## config.mk

```make
export PLATFORM = sky130hd
export DESIGN_NAME = branch_pred
export DESIGN_NICKNAME = d
export VERILOG_FILES = /design/src/rtl/cpu_pkg.sv /design/src/rtl/sat_cnt_table.sv /design/src/rtl/branch_pred.sv
export SDC_FILE = /design/constraint.sdc
export NUM_CORES = 1
export LEC_CHECK = 0
export CAP_MARGIN = 10
export CORE_MARGIN = 1
export CORE_UTILIZATION = 60
export DETAILED_ROUTE_END_ITERATION = 10
export PLACE_DENSITY = 0.8
export SLEW_MARGIN = 20
export SYNTH_ARGS = -nofsm -noshare
export SYNTH_HDL_FRONTEND = slang
export SYNTH_SLANG_ARGS = --single-unit
```

## constraint.sdc

```tcl
create_clock -name clk -period 4.8 [get_ports clk]
set_clock_uncertainty 0.05 [all_clocks]
set_input_delay 0.48 -clock clk [delete_from_list [all_inputs] [get_ports clk]]
set_output_delay 0.48 -clock clk [all_outputs]
set_load 0.005 [all_outputs]
```

## src/rtl/cpu_pkg.sv

```systemverilog
// Shared CPU front-end definitions: predictor mode encodings and counter helpers.
package cpu_pkg;

  typedef enum logic [1:0] {
    STATIC  = 2'd0,
    BIMODAL = 2'd1,
    GSHARE  = 2'd2
  } pred_mode_e;

  // Weakly-not-taken value for a saturating counter of the given width.
  function automatic int cnt_rst_val(input int cnt_w);
    return (1 << (cnt_w - 1)) - 1;
  endfunction

endpackage

```

## src/rtl/sat_cnt_table.sv

```systemverilog
// Table of saturating up/down counters: one combinational read port, one
// read-modify-write port that steps the addressed counter toward taken/not-taken.
module sat_cnt_table
  import cpu_pkg::*;
#(
  parameter int ENTRIES = 16,
  parameter int CNT_W   = 2,
  parameter int IDX_W   = $clog2(ENTRIES)
) (
  input  logic             clk,
  input  logic             rst,
  input  logic             clr,
  input  logic [IDX_W-1:0] rd_idx,
  output logic [CNT_W-1:0] rd_cnt,
  input  logic             wr_en,
  input  logic [IDX_W-1:0] wr_idx,
  input  logic             wr_inc
);

  localparam logic [CNT_W-1:0] CNT_RST = CNT_W'(cnt_rst_val(CNT_W));
  localparam logic [CNT_W-1:0] CNT_MAX = '1;

  logic [CNT_W-1:0] cnt_q [ENTRIES];
  logic [CNT_W-1:0] wr_cur;
  logic [CNT_W-1:0] wr_nxt;

  // Reads come straight from the registers, so a same-cycle write is not seen.
  assign rd_cnt = cnt_q[rd_idx];
  assign wr_cur = cnt_q[wr_idx];

  // NOTE: every always_comb output gets a default first so no latch is inferred.
  always_comb begin
    wr_nxt = wr_cur;
    if (wr_inc && (wr_cur != CNT_MAX)) begin
      wr_nxt = wr_cur + CNT_W'(1);
    end else if (!wr_inc && (wr_cur != '0)) begin
      wr_nxt = wr_cur - CNT_W'(1);
    end
  end

  // NOTE: this table is flops, not SRAM, so every entry is reset explicitly.
  always_ff @(posedge clk or negedge rst) begin
    if (!rst) begin
      for (int i = 0; i < ENTRIES; i++) cnt_q[i] <= CNT_RST;
    end else if (clr) begin
      for (int i = 0; i < ENTRIES; i++) cnt_q[i] <= CNT_RST;
    end else if (wr_en) begin
      cnt_q[wr_idx] <= wr_nxt;
    end
  end

endmodule

```

## src/rtl/branch_pred.sv

```systemverilog
// Branch predictor: direct-mapped tagged BTB plus a static/bimodal/gshare
// direction table, trained non-speculatively from resolved branches.
module branch_pred
  import cpu_pkg::*;
#(
  parameter int PC_W    = 32,
  parameter int ENTRIES = 16,
  parameter int TAG_W   = 8,
  parameter int CNT_W   = 2,
  parameter int MODE    = 1
) (
  input  logic            clk,
  input  logic            rst,
  input  logic [PC_W-1:0] lk_pc,
  output logic            lk_taken,
  output logic [PC_W-1:0] lk_target,
  input  logic            up_valid,
  input  logic [PC_W-1:0] up_pc,
  input  logic            up_taken,
  input  logic [PC_W-1:0] up_target,
  input  logic            up_mispred,
  input  logic            tbl_clr,
  output logic [15:0]     mis_cnt,
  output logic [15:0]     upd_cnt
);

  localparam int IDX_W     = $clog2(ENTRIES);
  localparam bit IS_STATIC = (MODE == int'(STATIC));
  localparam bit IS_GSHARE = (MODE == int'(GSHARE));

  logic [ENTRIES-1:0] btb_valid;
  logic [TAG_W-1:0]   btb_tag    [ENTRIES];
  logic [PC_W-1:0]    btb_target [ENTRIES];
  logic [IDX_W-1:0]   ghr;

  logic [IDX_W-1:0] lk_bidx, lk_cidx, up_bidx, up_cidx;
  logic [TAG_W-1:0] lk_tag, up_tag;
  logic [CNT_W-1:0] lk_cnt;
  logic             lk_hit;
  logic             unused_pc_bits;

  assign lk_bidx = lk_pc[IDX_W+1:2];
  assign up_bidx = up_pc[IDX_W+1:2];
  assign lk_tag  = lk_pc[TAG_W+IDX_W+1:IDX_W+2];
  assign up_tag  = up_pc[TAG_W+IDX_W+1:IDX_W+2];

  // gshare hashes with the history as it stood before this update shifts it.
  assign lk_cidx = IS_GSHARE ? (lk_bidx ^ ghr) : lk_bidx;
  assign up_cidx = IS_GSHARE ? (up_bidx ^ ghr) : up_bidx;

  assign unused_pc_bits = ^{lk_pc, up_pc};

  sat_cnt_table #(
    .ENTRIES (ENTRIES),
    .CNT_W   (CNT_W),
    .IDX_W   (IDX_W)
  ) u_cnt (
    .clk    (clk),
    .rst    (rst),
    .clr    (tbl_clr),
    .rd_idx (lk_cidx),
    .rd_cnt (lk_cnt),
    .wr_en  (up_valid),
    .wr_idx (up_cidx),
    .wr_inc (up_taken)
  );

  assign lk_hit    = btb_valid[lk_bidx] && (btb_tag[lk_bidx] == lk_tag);
  assign lk_taken  = !IS_STATIC && lk_hit && lk_cnt[CNT_W-1];
  assign lk_target = lk_taken ? btb_target[lk_bidx] : '0;

  // Not-taken outcomes leave the BTB alone so a known target survives them.
  // NOTE: sequential state uses non-blocking assignments only.
  always_ff @(posedge clk or negedge rst) begin
    if (!rst) begin
      btb_valid <= '0;
      for (int i = 0; i < ENTRIES; i++) begin
        btb_tag[i]    <= '0;
        btb_target[i] <= '0;
      end
    end else if (tbl_clr) begin
      btb_valid <= '0;
    end else if (up_valid && up_taken) begin
      btb_valid[up_bidx]  <= 1'b1;
      btb_tag[up_bidx]    <= up_tag;
      btb_target[up_bidx] <= up_target;
    end
  end

  always_ff @(posedge clk or negedge rst) begin
    if (!rst) begin
      ghr     <= '0;
      mis_cnt <= '0;
      upd_cnt <= '0;
    end else if (tbl_clr) begin
      ghr     <= '0;
      mis_cnt <= '0;
      upd_cnt <= '0;
    end else if (up_valid) begin
      if (IS_GSHARE) ghr <= {ghr[IDX_W-2:0], up_taken};
      if (upd_cnt != 16'hFFFF) upd_cnt <= upd_cnt + 16'd1;
      if (up_mispred && (mis_cnt != 16'hFFFF)) mis_cnt <= mis_cnt + 16'd1;
    end
  end

endmodule

```

Word level (Yosys, flattened, before mapping) --
Cells that the tools add are included.
Cells by class: add/subtract/negate cells 4, multipliers 0, divide/modulo/power cells 0, magnitude comparators 6, equality and inequality tests 4, shifts and indexed selects 0, muxes and demuxes 38, bitwise gates (word level) 4, reductions and logical operators 17
Operators with widths (count):
- $bwmux W512 | 1
- $mux W32 | 6
- $bmux W32 S4 | 1
- $bwmux W128 | 1
- $demux W32 S4 | 1
- $mux W16 | 8
- $add A16 B1 Y16 const B | 2
- $bmux W8 S4 | 1
- $bwmux W32 | 1
- $demux W8 S4 | 1
- $ne A16 B16 Y1 const B | 2
- $mux W8 | 3
- $bmux W2 S4 | 2
- $or A16 B16 Y16 | 1
- $mux W2 | 7
- $ge A5 B5 Y1 const B | 2
- $lt A4 B5 Y1 const B | 2
- $not A4 Y5 | 2
- $reduce_bool A2 Y1 | 5
- $demux W2 S4 | 1
- $eq A8 B8 Y1 | 1
- $logic_and A1 B1 Y1 | 8
- $reduce_and A2 Y1 | 3
- $lt A5 B1 Y1 const B | 1
- 9 further kinds | 10
Word-level totals: register bits 720, bits in latches 0, RAM bits 0, ROM bits 0, input bits 102, word-level logic and storage cells 124, memories 0

Longest topological paths before layout --
Gate-level depths: netlist (run 1).
depth in word-level cells 11, mapped depth 13, gate-level depth less buffers 11

By module --
Synthesis (run 1) repeated with hierarchy kept, for this count alone.
Unflattened totals: cells, all modules 2156, area, all modules 33340.7 um^2
By module, submodules not included:
- branch_pred | instances 1, cells an instance 1977, area each 31276.2 um^2, sequential area each 17216.5 um^2
- sat_cnt_table | instances 1, cells an instance 179, area each 2064.5 um^2, sequential area each 820.8 um^2

Worst setup path after synthesis (run 1) --
OpenSTA, ideal clock, no wires.
kind input port to output port, start point in lk_pc[2], end point out lk_target[0], data arrival time 2.520 ns, slack 1.750 ns, cell stages on the path 7, path buffers 4, cell sequence buf_6 > buf_4 > buf_2 > buf_2 > mux4_2 > mux4_2 > and4_1
Between the ends: cells in the longest elaborated chain, start to end 8
Ends and longest elaborated chain:
- start, declared | RTL line branch_pred.sv:14 | input logic [PC_W-1:0] lk_pc,
- $not A4 Y5 (implied by the code) | RTL line sat_cnt_table.sv:28, branch_pred.sv:68, branch_pred.sv:70
- $bmux W8 S4 | RTL line branch_pred.sv:68 | assign lk_hit = btb_valid[lk_bidx] && (btb_tag[lk_bidx] == lk_tag);
- $mux W8 (implied by the code) (2 in a row) | RTL line branch_pred.sv:68
- $eq A8 B8 Y1 | RTL line branch_pred.sv:68
- $logic_and A1 B1 Y1 | RTL line branch_pred.sv:68
- $logic_and A1 B1 Y1 | RTL line branch_pred.sv:69 | assign lk_taken = !IS_STATIC && lk_hit && lk_cnt[CNT_W-1];
- $mux W32 * | RTL line branch_pred.sv:70 | assign lk_target = lk_taken ? btb_target[lk_bidx] : '0;
- end, declared | RTL line branch_pred.sv:16 | output logic [PC_W-1:0] lk_target,
Every way passes the cells marked *; elsewhere a longest branch is shown, timed or not. The select of a mux whose other input is x is not followed.

Final worst setup path (run 1) --
start point in lk_pc[5], end point out lk_target[11]
The elaborated chain is that of the path after synthesis.

==> results of run 1 <==
[cell type report]
cell class / count / share of cell area
diodes: 6 / 0.000396
clock inverters: 29 / 0.0117
multi-input cells: 1255 / 0.379
flip-flops and latches: 720 / 0.476
well taps: 696 / 0.0230
clock buffers: 108 / 0.0595
repair buffers: 177 / 0.0485
inverters: 15 / 0.00149
[cells in the mapped netlist (9+ instances only)]
master,n,area (um2)
dfrtp_1,704,17600
mux2_2,641,7220
mux4_2,188,4230
clkbuf_1,96,360
buf_2,55,275
mux2i_1,48,480
nor2_1,48,180
o21ai_0,48,240
nand2_1,46,173
and4_1,36,315
nand3_1,34,170
xor2_1,28,245
buf_1,24,90.1
o21ai_1,21,105
dfstp_2,16,420
inv_1,13,48.8
xnor2_1,12,105
and3_1,11,68.8
nand4_1,10,62.6
a21o_1,9,67.6
a22oi_1,9,67.6
[layer usage]
metal,track usage,up-vias,part of all wire
met5,0,-,0.00061
met3,0.0500,152,0.050
met4,0.0882,6,0.027
met1,0.396,10300,0.42
li1,-,8273,-
met2,0.481,542,0.50
[worst max-delay path: cells and delay by family]
family	cells	cell delay [ns]
buffers and inverters	6	2.57
AOI/OAI and AO/OA	2	0.66
and+or+nand+nor	1	0.27
[cells by family (layout without fill, tap and decap cells)]
| family | Yosys count | after routing | synth area share |
|---|---|---|---|
| DFF | 720 | 720 | 0.544 |
| muxes | 877 | 877 | 0.360 |
| buffers and inverters | 199 | 329 | 0.0260 |
| and+or+nand+nor | 204 | 204 | 0.0330 |
| AOI/OAI and AO/OA | 130 | 130 | 0.0253 |
| other | 0 | 6 | 0 |
| adders and majority gates | 4 | 4 | 0.00151 |
| xor gates and xnor gates | 40 | 40 | 0.0106 |
[cells in the final DEF, fill, tap and decap left out, types with 23 or more instances in the layout]
| cell | n |
|---|---|
| mux2i_1 | 48 |
| clkbuf_8 | 23 |
| dfrtp_1 | 704 |
| mux4_2 | 188 |
| and4_1 | 36 |
| mux2_2 | 641 |
| nor2_1 | 42 |
| clkbuf_16 | 76 |
| o21ai_0 | 48 |
| buf_4 | 38 |
| clkdlybuf4s50_1 | 121 |
| nand2_1 | 42 |
| xor2_1 | 28 |
| nand3_1 | 33 |
[state kept, by name (all words and copies together) (netlist names)]
register	cells
btb_target	512
mis_cnt	16
u_cnt.cnt_q	32
btb_valid	16
upd_cnt	16
btb_tag	128
[worst max-delay path by stage]
stage / from / end / slack, ns / depth (start not counted)
final: lk_pc[5] / lk_target[11] / 0.26 / 9
after floorplan: lk_pc[2] / lk_target[0] / 1.75 / 7
after CTS: lk_pc[5] / lk_target[1] / 0.22 / 8
after global routing: lk_pc[5] / lk_target[13] / 0.07 / 9
after detailed placement: lk_pc[5] / lk_target[1] / 0.26 / 8
after global placement: lk_pc[5] / lk_target[1] / 0.33 / 8
[power by group through the flow]
stage	clock (W)	combinational, W	sequential [W]
floorplan	0	0.00133	0.00713
global placement	0	0.00173	0.00719
detailed placement	0	0.00181	0.00726
CTS	0.00633	0.00182	0.00716
global route	0.00657	0.00196	0.00725
finish	0.00623	0.00181	0.00716
[stage by stage]
| step | hold slack (ns) | utilization |
|---|---|---|
| after global placement | 0.328 | 0.647 |
| after detailed placement | 0.335 | 0.647 |
| after CTS | 0.280 | 0.696 |
| after floorplan | 0.134 | - |
| after global routing | 0.306 | 0.698 |
| final | 0.298 | 0.698 |
==> results.toml, run 1 <==
[run_status]
outcome = "complete, no violations"

[die]
core_um2 = 54200
fp.dieW_um = 237
num_rows = 85
io_pins = 167
start_util = 0.611
die_y_um = 237
fp.dieArea_um2 = 56200

[timing]
rsz0062_at_grt = "no"
finalHoldViolCount = 0
worstMarginPinSlew_ns = 1.04
setup_viol = 0
fmax_ghz = 0.220
layout_min_cycle_time_ns = 4.54
setup-tns-final_ns = 0
fin_crit_sh = 0.946
maxSlewViolCount = 0
slew_headroom = 0.310
final.setup.worst_slack_ns = 0.261

[route]
first_pass_iters = 5
drtAntennaViolNets = 0
vias = 19300
drc = 0
vias_per_cell = 6.43
wl_um = 77100
drt-initial-drc-count = 1208
wl_per_cell_um = 25.7

[pwr]
combPwrFrac = 0.119
p_int_w = 0.0117
power_frac_seq = 0.471
sw_frac_of_total = 0.232
ir_drop_v = 0.000275
clkPwrFrac = 0.410
power_leakage_nw = 17.3
finalPower_w = 0.0152
cellPowerDensity_nw_per_um2 = 402
p_sw_w = 0.00353

[critical_path]
worst_r2r_startpoint = "u_cnt.cnt_q[25]"
cp_slowest_cell = "buf_4"
r2r_slack_ns = 1.84
critPathMostFrequentCell = "buf_4"
arrival_ns = 4.01
start_kind = "primary input"
path_max_fanout = 33
crit_required_ns = 4.27
rr_endpoint = "u_cnt.cnt_q[28]"
r2r_cells = 9
worstSetupEndpointType = "output pin"
crit_chain = "clkdlybuf4s50_1, buf_4, inv_2, buf_4, a32oi_1, a221oi_4, buf_4, and4_1, clkdlybuf4s50_1"
critical_path_class = "in -> out"
critical-path-max-stage-delay_ns = 0.68

[logic_synthesis]
synth_fp_nets = 2280
synth_flop_cell = "dfrtp_1"
ys_ff_latch = 720
synth_edf_count = 0
synthArstFlopShare = 1.00
syn-cell-area_um2 = 33200
ys_types = 53
synth.avg_cell_area_um2 = 15.3
ys_warn_count = 0
postSynthCellCount = 2174
ys_seq_area_frac = 0.544

[finish]
finish.instance_area_um2 = 37900
final_net_count = 2350
multi_input_area_um2 = 14400
regArea_um2 = 18000
fillers = 3499
drive_above_1_share = 0.456
flow.area_growth_from_synthesis_pct = 14.2
fin_cells = 3006

[grt]
grt_pass1_wl_um = 124000
grt_util_all_layers = 0.290
antenna_found_initial = 6
overflow = 0
grt_pass1_vias = 21000
grt_max_degree = 199

[min_path]
hp-class = "in -> async"

[placement]
place.gp.congestion = 0.836
port_buffers = 126
place_ws_ns = 0.261
dp_cells = 2859
dp.final_hpwl_um = 43100
post_dp_cell_area_um2 = 35100

[cts]
cts_max_level = 3
clockBufferDepth = 3
cts_resized = 0
post_cts_buffers = 0
root_buffer = "clkbuf_16"
clock_latency_ns = 0.61
tritoncts = "done"
cts_made_buffers = 75
hold_buffers = 1
cts.clk_slew.worst_paths_ns = 0.06
cts.sinks = 720

[flow_run]
maxCapViolCount = 0
Note: power is estimated with default switching activity, not from simulation.
==> run 2, diff against run 1 <==
Settings changed: CORE_UTILIZATION 60 to 55, PLACE_DENSITY 0.8 to 0.74.
==> run 2 against run 1 <==
- the flow now finishes with violations (design-rule violations)
- combinational power barely moved
- utilization fell by 6.3 points
- count of clock-buffer cells in the layout rose by 13
- total power fell by 3.7%
- clock power fell by 8.5%
- fmax rose by 6.4%
- final cell count rose by 2.3%
- sequential power barely moved
- worst hold slack improved by 0.086 ns
- register-to-register slack barely moved
- flip-flop and latch count did not move
- critical path depth fell by 1
- critical endpoint is now lk_target[31]
==> results.toml, run 2 (same netlist as run 1, synthesis figures left out) <==
[critical_path]
worstSetupEndpointType = "output pin"
critical-path-max-stage-delay_ns = 0.63
critical_path_class = "in -> out"
critPathMostFrequentCell = "buf_4"
path_max_fanout = 19
rr_endpoint = "u_cnt.cnt_q[28]"
path_buf_inv = 6
r2r_cells = 9
r2r_slack_ns = 1.84
cp_slowest_cell = "mux4_2"
crit_family = "buffers and inverters"
crit_chain = "clkdlybuf4s50_1, buf_4, inv_2, buf_4, buf_4, mux4_2, and4_1, clkdlybuf4s50_1"
crit_required_ns = 4.27
arrival_ns = 3.74
worst_r2r_startpoint = "u_cnt.cnt_q[25]"
start_kind = "primary input"

[grt]
grt_max_degree = 136
grt_util_all_layers = 0.264
antenna_found_initial = 4
grt_pass1_vias = 20600
grt_pass1_wl_um = 122000
overflow = 0

[placement]
place.gp.congestion = 0.825
port_buffers = 126
place_ws_ns = 0.548
dp.final_hpwl_um = 42700

[pwr]
cellPowerDensity_nw_per_um2 = 389
p_sw_w = 0.00346
sw_frac_of_total = 0.236
power_frac_seq = 0.488
power_leakage_nw = 17.1
p_int_w = 0.0112
ir_drop_v = 0.000328
combPwrFrac = 0.122
clkPwrFrac = 0.389

[timing]
setup_viol = 0
final.setup.worst_slack_ns = 0.533
fin_crit_sh = 0.889
rsz0062_at_grt = "no"
worstMarginPinSlew_ns = 1.01
fmax_ghz = 0.234
maxSlewViolCount = 0
finalHoldViolCount = 0
slew_headroom = 0.324
layout_min_cycle_time_ns = 4.27
setup-tns-final_ns = 0

[route]
wl_um = 77200
first_pass_iters = 10
wl_per_cell_um = 25.1
drtAntennaViolNets = 0
drt-initial-drc-count = 1198
vias_per_cell = 6.25
vias = 19200
drc = 4

[cts]
root_buffer = "clkbuf_16"
clockBufferDepth = 3
cts_made_buffers = 76
clock_latency_ns = 0.61
cts_max_level = 3
cts.sinks = 720
cts_resized = 0
cts.clk_slew.worst_paths_ns = 0.06
tritoncts = "done"
post_cts_buffers = 0

[flow_run]
maxCapViolCount = 0

[finish]
drive_above_1_share = 0.448
flow.area_growth_from_synthesis_pct = 13.6
fillers = 4215
reg_top3 = "btb_target: 512 flops, btb_tag: 128 flops, u_cnt.cnt_q: 32 flops"
final_cell_mix = "dfrtp_1 (704), mux2_2 (641), mux4_2 (188), clkdlybuf4s50_1 (121), clkbuf_16 (78)"
largest_reg_flops = 512
final_common_cell = "dfrtp_1"
final_net_count = 2350
largest_register = "btb_target"

[min_path]
hold_depth = 5
hp-class = "in -> reg"
hold_path.startpoint = "tbl_clr"
hold_path_end = "u_cnt.cnt_q[7]"

[die]
core_um2 = 59400
io_pins = 167
fp.dieW_um = 248
start_util = 0.559
die_y_um = 248
num_rows = 89
fp.dieArea_um2 = 61300

[run_status]
outcome = "finished with violations"
violations = "design-rule violations"
-- run 2: cell types whose count changed in the layout (fill, tap and decap cells not counted), sizes merged --
cell,previous run,this run
clkbuf,108,121
bufinv,10,1
inv,20,15
diode,6,2
clkinvlp,2,0
buf,55,54
clkinv,12,13
-- run 2: worst max-delay path by stage --
stage / slack (ns) / cells after the start / end / startpoint
after floorplan: 1.75 / 7 / lk_target[0] / lk_pc[2]
after global placement: 0.57 / 8 / lk_target[31] / lk_pc[5]
after detailed placement: 0.55 / 10 / lk_target[12] / lk_pc[5]
after CTS: 0.53 / 10 / lk_target[9] / lk_pc[5]
after global routing: 0.42 / 10 / lk_target[12] / lk_pc[5]
final: 0.53 / 8 / lk_target[31] / lk_pc[5]
-- run 2: what timing repair did --
action                                 in CTS  in global routing
endpoints found under the hold margin     110                  0
hold buffers                                1                  0
setup endpoints to repair                   0                  0
-- run 2: per-stage QoR --
stage               hold slack, ns  total power (W)  cell area, um2  instances  utilization
global placement             0.408          0.00892           35200       2938        0.594
CTS                          0.344           0.0148           37700       3074        0.635
global route                 0.400           0.0153           37700       3076        0.635
floorplan                    0.134          0.00846           33200       2174            -
finish                       0.384           0.0146           37700       3076        0.635
detailed placement           0.416          0.00906           35200       2938        0.594
-- run 2: worst register-to-register path, cell delays in order (launching register included) --
cell,delay (ns)
dfrtp_1,0.41
mux4_2,0.48
mux2_2,0.30
o21ai_0,0.26
inv_1,0.08
ha_1,0.24
mux2i_1,0.20
xor2_1,0.12
nor2_2,0.50
o21ai_0,0.21
-- run 2: layer usage --
metal / share of wire / track usage / vias to the layer above
met2: 0.50 / 0.438 / 421
met3: 0.045 / 0.0407 / 115
li1: - / - / 8242
met4: 0.021 / 0.0752 / 0
met1: 0.43 / 0.362 / 10500
met5: 0 / 0 / -
-- run 2: power groups by stage --
stage	Combinational (W)	Clock [W]	Sequential (W)
finish	0.00179	0.00570	0.00715
global placement	0.00174	0	0.00719
detailed placement	0.00181	0	0.00726
CTS	0.00182	0.00581	0.00715
global route	0.00194	0.00607	0.00724
floorplan	0.00133	0	0.00713
-- run 2: final cells by class --
cell class,instances,area (um2),share of cell area
multi-input combinational,1255,14400,0.381
timing repair buffer,176,1830,0.0486
clock inverter,14,133,0.00352
sequential,720,18000,0.479
tap,773,967,0.0257
clock buffer,121,2290,0.0609
inverter,15,56.3,0.00149
antenna,2,5.00,0.000133
